$ cat src/rtl/ctrl_edicion_fecha.sv
// Date-edit controller: debounces five push-buttons and drives the day/month/year
// counters' field select (EN) plus one-cycle increment/decrement pulses with auto-repeat.
module ctrl_edicion_fecha #(
  parameter int DEB_CYCLES = 16,
  parameter int REP_DELAY  = 64,
  parameter int REP_PERIOD = 16,
  parameter int TIMEOUT    = 4096,
  parameter int N_FIELDS   = 3
) (
  input  logic       clk,
  input  logic       rst,
  input  logic       btn_edit,
  input  logic       btn_up,
  input  logic       btn_down,
  input  logic       btn_left,
  input  logic       btn_right,
  output logic [1:0] EN,
  output logic       aumento,
  output logic       disminuye,
  output logic       editing
);

  localparam int B_EDIT  = 0;
  localparam int B_UP    = 1;
  localparam int B_DOWN  = 2;
  localparam int B_LEFT  = 3;
  localparam int B_RIGHT = 4;
  localparam int NB      = 5;

  localparam int DW = $clog2(DEB_CYCLES + 1);
  localparam int HW = $clog2(REP_DELAY + 1);
  localparam int TW = $clog2(TIMEOUT + 1);

  localparam logic [1:0] LAST = 2'(N_FIELDS - 1);
  localparam logic [1:0] NONE = 2'd3;

  logic [NB-1:0] raw;
  logic [NB-1:0] deb;
  logic [NB-1:0] deb_prev;
  logic [NB-1:0] press;

  assign raw = {btn_right, btn_left, btn_down, btn_up, btn_edit};

  generate
    for (genvar gi = 0; gi < NB; gi++) begin : g_btn
      logic          sync1;
      logic          sync2;
      logic          level;
      logic [DW-1:0] cnt;

      always_ff @(posedge clk or negedge rst) begin
        if (!rst) begin
          sync1 <= 1'b0;
          sync2 <= 1'b0;
          level <= 1'b0;
          cnt   <= '0;
        end else begin
          sync1 <= raw[gi];
          sync2 <= sync1;
          if (sync2 == level) begin
            cnt <= '0;
          end else if (cnt == DW'(DEB_CYCLES - 1)) begin
            level <= sync2;
            cnt   <= '0;
          end else begin
            cnt <= cnt + 1'b1;
          end
        end
      end

      assign deb[gi] = level;
    end
  endgenerate

  always_ff @(posedge clk or negedge rst) begin
    if (!rst) deb_prev <= '0;
    else      deb_prev <= deb;
  end

  assign press = deb & ~deb_prev;

  typedef enum logic {S_IDLE, S_EDIT} state_t;

  state_t        state;
  logic [TW-1:0] to_cnt;
  logic [TW-1:0] to_next;
  logic          timeout_hit;
  logic [HW-1:0] hold_cnt;
  logic          rep_arm;
  logic          rep_dn;

  // Any debounced press restarts the idle timer; it saturates at its terminal count.
  always_comb begin
    to_next = to_cnt;
    if (|press)                         to_next = '0;
    else if (to_cnt != TW'(TIMEOUT))    to_next = to_cnt + 1'b1;
    timeout_hit = (to_next == TW'(TIMEOUT));
  end

  always_ff @(posedge clk or negedge rst) begin
    if (!rst) begin
      state     <= S_IDLE;
      EN        <= NONE;
      editing   <= 1'b0;
      aumento   <= 1'b0;
      disminuye <= 1'b0;
      to_cnt    <= '0;
      hold_cnt  <= '0;
      rep_arm   <= 1'b0;
      rep_dn    <= 1'b0;
    end else begin
      aumento   <= 1'b0;
      disminuye <= 1'b0;
      case (state)
        S_IDLE: begin
          to_cnt   <= '0;
          hold_cnt <= '0;
          rep_arm  <= 1'b0;
          if (press[B_EDIT]) begin
            state   <= S_EDIT;
            EN      <= 2'd0;
            editing <= 1'b1;
          end
        end
        S_EDIT: begin
          to_cnt <= to_next;
          if (press[B_EDIT] || timeout_hit) begin
            state    <= S_IDLE;
            EN       <= NONE;
            editing  <= 1'b0;
            to_cnt   <= '0;
            hold_cnt <= '0;
            rep_arm  <= 1'b0;
          end else if (press[B_LEFT] || press[B_RIGHT]) begin
            hold_cnt <= '0;
            rep_arm  <= 1'b0;
            if (press[B_RIGHT] && !press[B_LEFT])
              EN <= (EN == LAST) ? 2'd0 : EN + 2'd1;
            else if (press[B_LEFT] && !press[B_RIGHT])
              EN <= (EN == 2'd0) ? LAST : EN - 2'd1;
          end else if (deb[B_UP] && deb[B_DOWN]) begin
            // Conflicting hold disarms repeat; only a fresh press re-arms it.
            hold_cnt <= '0;
            rep_arm  <= 1'b0;
          end else if (press[B_UP]) begin
            aumento  <= 1'b1;
            rep_arm  <= 1'b1;
            rep_dn   <= 1'b0;
            hold_cnt <= '0;
          end else if (press[B_DOWN]) begin
            disminuye <= 1'b1;
            rep_arm   <= 1'b1;
            rep_dn    <= 1'b1;
            hold_cnt  <= '0;
          end else if (rep_arm && (rep_dn ? deb[B_DOWN] : deb[B_UP])) begin
            if (hold_cnt == HW'(REP_DELAY - 1)) begin
              aumento   <= ~rep_dn;
              disminuye <= rep_dn;
              hold_cnt  <= HW'(REP_DELAY - REP_PERIOD);
            end else begin
              hold_cnt <= hold_cnt + 1'b1;
            end
          end else begin
            hold_cnt <= '0;
            rep_arm  <= 1'b0;
          end
        end
        default: begin
          state   <= S_IDLE;
          EN      <= NONE;
          editing <= 1'b0;
        end
      endcase
    end
  end

endmodule
$ cat config.mk
export PLATFORM = sky130hd
export DESIGN_NAME = ctrl_edicion_fecha
export DESIGN_NICKNAME = d
export VERILOG_FILES = /design/src/rtl/ctrl_edicion_fecha.sv
export SDC_FILE = /design/constraint.sdc
export NUM_CORES = 1
export LEC_CHECK = 0
export ABC_AREA = 1
export CAP_MARGIN = 20
export CORE_AREA = 2 2 96 98
export CTS_CLUSTER_DIAMETER = 150
export CTS_CLUSTER_SIZE = 25
export DETAILED_ROUTE_END_ITERATION = 6
export DIE_AREA = 0 0 98 100
export MAX_ROUTING_LAYER = met4
export PLACE_DENSITY = 0.67
export SYNTH_ARGS = -nofsm -noshare
export SYNTH_HDL_FRONTEND = slang
export SYNTH_SLANG_ARGS = --single-unit
$ cat constraint.sdc
create_clock -name clk -period 3 [get_ports clk]
set_clock_uncertainty 0.2 [all_clocks]
set_input_delay 0.6 -clock clk [delete_from_list [all_inputs] [get_ports clk]]
set_output_delay 0.6 -clock clk [all_outputs]
set_load 0.1 [all_outputs]
==> results.rst <==
.. list-table::
   :header-rows: 1

   * - Metric
     - Value
   * - Combinational power share
     - 4.1%
   * - Classification of the worst-slack hold path
     - in -> async
   * - Worst EP arrival
     - 2.49 ns
   * - Post-route fraction of the period consumed by the critical path
     - 81.3%
   * - Post-CTS Hold Buffers
     - 0
   * - Post-Synthesis Mean Instance Area
     - 9.18 µm²
   * - DRC errors left
     - 0
   * - Unique cell type count in the Yosys netlist
     - 29
   * - #FFs+latches synth
     - 73
   * - Post-synthesis net count
     - 393
   * - Peak supply drop
     - 0.298 mV
   * - Grt total ovfl
     - 0
   * - Type of origin of the critical path
     - flop
   * - Top fanout value on the critical path
     - 7
   * - Number of buffers inserted by post-CTS setup repair
     - 0
   * - Max-cap violations
     - 0
   * - Row cnt
     - 35
   * - Number of warnings issued by yosys
     - 0
   * - Overall global routing resource usage
     - 13.1%
   * - Final Hold Fails
     - 0
   * - Number of I/O pins
     - 12
   * - Clock power frac
     - 39.8%
   * - Number of iterations in the first detailed-routing pass
     - 4
   * - Launch point of the worst reg-to-reg path
     - to_cnt[0]
   * - Routability-driven placement congestion ratio
     - 0.886
   * - Setup repair after global routing missed its margin
     - no
   * - Startpoint-to-endpoint class of the critical path
     - reg -> reg
   * - Total of buffers placed on input and output ports
     - 11
   * - Residual antenna-violating net count after detailed routing
     - 0
   * - Final setup viols
     - 0
   * - CTS Sinks
     - 73
   * - Number of instances in the synthesized netlist
     - 373
   * - Pin count of the biggest net entering global routing
     - 74
   * - Fraction of final layout cells sized beyond drive strength 1
     - 12.3%
   * - Buffer type at the clock tree root
     - sky130_fd_sc_hd__clkbuf_8
   * - Critical path data required time
     - 3.05 ns
   * - Die Y
     - 100 µm
   * - Average vias per placed instance
     - 4.72
   * - Final count of pins violating max slew
     - 0
   * - Routed via count
     - 2405
   * - Clock H-tree levels
     - 3
   * - Post-synthesis sequential area ratio
     - 53.4%
   * - Post-DP HPWL
     - 4.01 mm
   * - Overall power consumption
     - 1.82 mW
   * - CORE AREA
     - 8890 µm²
   * - Max Buffers Root-to-Sink
     - 2
   * - Slew at the pin closest to its max-slew limit
     - 0.611 ns
   * - Number of antenna violations at the first check in global routing
     - 0
   * - First-pass GRT wire length
     - 10.1 mm
   * - Power per cell area
     - 474 nW/µm²
   * - Fmax
     - 410 MHz
   * - DR WL/cell
     - 10.9 µm
   * - Clock period minus worst slack
     - 2.44 ns
   * - Width of the die
     - 98 µm
   * - Net load switching power
     - 0.410 mW
   * - Kind of end point of the critical path
     - flop
   * - Most common cell after layout, fill and taps aside
     - sky130_fd_sc_hd__dfrtp_1
   * - Clock-pin slew reported for the worst setup and hold paths after clock tree synthesis
     - 0.07 ns
   * - Sum Neg Setup Slack
     - 0 ns
   * - Switching Share
     - 22.5%
   * - Clk Latency, worst-skew pair
     - 0.34 ns
   * - Max transition margin
     - 58.9%
   * - Total wirelength of the detailed-routed design
     - 5.54 mm
   * - Power share of the sequential group
     - 56.1%
   * - Initial Util
     - 38.5%
   * - Number of global-route vias before repair
     - 2358
   * - Total CTS buffers
     - 9
   * - Startpoint of the most critical setup path
     - to_cnt[0]
   * - CTS tree
     - built
   * - Most frequent cells in the layout
     - sky130_fd_sc_hd__dfrtp_1 (71), sky130_fd_sc_hd__nand2_1 (70), sky130_fd_sc_hd__nor2_1 (54)
   * - Pint
     - 1.41 mW
   * - Status
     - complete, no violations
   * - Nets
     - 414
   * - Diodes inserted
     - 0
   * - Synth-to-Final Area Change
     - 12.4%
   * - Standby leakage power
     - 1.89 nW
   * - Die outline area
     - 9800 µm²
   * - Mapped cell area
     - 3420 µm²
   * - Quantity of gates resized following cts
     - 0
   * - Number of DRC violations after detailed-routing iteration 0
     - 172
-- through the flow --
step / hold WS, ns / cell area, µm² / cells / util, % / setup WS, ns
3_3_place_gp: 0.134 / 3660 / 494 / 41.2 / 0.636
2_1_floorplan: 0.104 / 3420 / 373 / - / 0.952
3_5_place_dp: 0.139 / 3660 / 494 / 41.2 / 0.580
4_1_cts: 0.0720 / 3850 / 510 / 43.3 / 0.545
6_report: 0.0593 / 3850 / 510 / 43.3 / 0.562
5_1_grt: 0.0913 / 3850 / 510 / 43.3 / 0.326
-- cell type report --
cell class	instances	area, µm²
Multi-Input combinational cell	254	1410
Clock buffer	10	128
Clock inverter	6	60.1
Fill cell	840	5040
Timing Repair Buffer	12	113
Sequential cell	73	1830
Tap cell	111	139
Inverter	44	165
-- worst paths after layout --
| kind | endpoint | slack, ns | cells past startpoint |
|---|---|---|---|
| setup / recovery | aumento | 0.56 | 12 |
| hold / removal | g_btn[1].cnt[2] | 0.06 | 2 |
| setup reg to reg | aumento | 0.56 | 12 |
| hold reg to reg | g_btn[3].sync2 | 0.15 | 0 |
| max in group asynchronous | EN[1] | 2.19 | 2 |
| min in group clk | g_btn[3].sync2 | 0.15 | 0 |
-- critical path: stages (launching register included) --
cell and delay, ns:
sky130_fd_sc_hd__dfrtp_1 0.45, sky130_fd_sc_hd__ha_1 0.24, sky130_fd_sc_hd__inv_1 0.06, sky130_fd_sc_hd__nor2_2 0.29, sky130_fd_sc_hd__nand4_1 0.17, sky130_fd_sc_hd__or2_0 0.24, sky130_fd_sc_hd__nand3_2 0.08, sky130_fd_sc_hd__nor2_2 0.05
sky130_fd_sc_hd__nand2_4 0.08, sky130_fd_sc_hd__nand2_4 0.06, sky130_fd_sc_hd__nor2_4 0.13, sky130_fd_sc_hd__nand2_1 0.09, sky130_fd_sc_hd__a21oi_1 0.18
-- routing by layer --
| layer | wire length (µm) | vias up | GRT usage [%] |
|---|---|---|---|
| li1 | - | 1233 | - |
| met1 | 2560 | 1123 | 16.1 |
| met2 | 2690 | 42 | 20.5 |
| met3 | 209 | 7 | 3.34 |
| met4 | 75 | 0 | 5.77 |
| met5 | 0 | - | - |
-- power groups by stage --
stage | Clock (mW) | Sequential [mW] | Combinational, mW
2_1_floorplan | 0 | 1.04 | 0.0367
3_3_place_gp | 0 | 1.04 | 0.0748
3_5_place_dp | 0 | 1.04 | 0.0779
4_1_cts | 0.754 | 1.02 | 0.0781
5_1_grt | 0.803 | 1.03 | 0.0885
6_report | 0.726 | 1.02 | 0.0750
-- flip-flops by register name (all words and copies together) (netlist names), 2 cells and up --
register and cells:
g_btn.sync1 5, g_btn.cnt 25, to_cnt 13, EN 2
deb_prev 5, g_btn.sync2 5, hold_cnt 7, g_btn.level 5
-- cells in the mapped netlist --
cell	n	area share, %
sky130_fd_sc_hd__nor2_4	3	0.99
sky130_fd_sc_hd__dfstp_2	2	1.5
sky130_fd_sc_hd__nor4_1	1	0.18
sky130_fd_sc_hd__or2_0	1	0.18
sky130_fd_sc_hd__buf_6	1	0.33
sky130_fd_sc_hd__nand3_1	30	4.4
sky130_fd_sc_hd__dfrtp_1	71	52
sky130_fd_sc_hd__nor2_1	54	5.9
sky130_fd_sc_hd__nor3_2	2	0.58
sky130_fd_sc_hd__nand2_1	70	7.7
sky130_fd_sc_hd__xnor2_1	6	1.5
sky130_fd_sc_hd__inv_1	44	4.8
sky130_fd_sc_hd__nand2_4	4	1.3
sky130_fd_sc_hd__a21oi_1	11	1.6
sky130_fd_sc_hd__xor2_1	10	2.6
sky130_fd_sc_hd__nor2_2	5	0.91
sky130_fd_sc_hd__or2_2	2	0.37
sky130_fd_sc_hd__o21ai_1	1	0.15
sky130_fd_sc_hd__nand2_2	2	0.37
sky130_fd_sc_hd__nand4_1	10	1.8
sky130_fd_sc_hd__nor3_1	5	0.73
sky130_fd_sc_hd__clkbuf_1	1	0.11
sky130_fd_sc_hd__nand3b_1	3	0.66
sky130_fd_sc_hd__mux2_2	5	1.6
sky130_fd_sc_hd__ha_1	13	4.8
sky130_fd_sc_hd__o21ai_0	8	1.2
sky130_fd_sc_hd__nand3_2	2	0.58
sky130_fd_sc_hd__mux2i_1	1	0.29
sky130_fd_sc_hd__and3_1	5	0.91
-- kinds of logic after synthesis --
group           count (synthesis)  share of synthesized area [%]
xor+xnor                       16                           4.09
mux                             6                           1.94
flops                          73                           53.4
fa+ha+maj                      13                           4.75
compound gates                 20                           2.92
simple gates                  199                           27.6
buf+inv                        46                           5.26
Power figures use the tool's default switching activity.
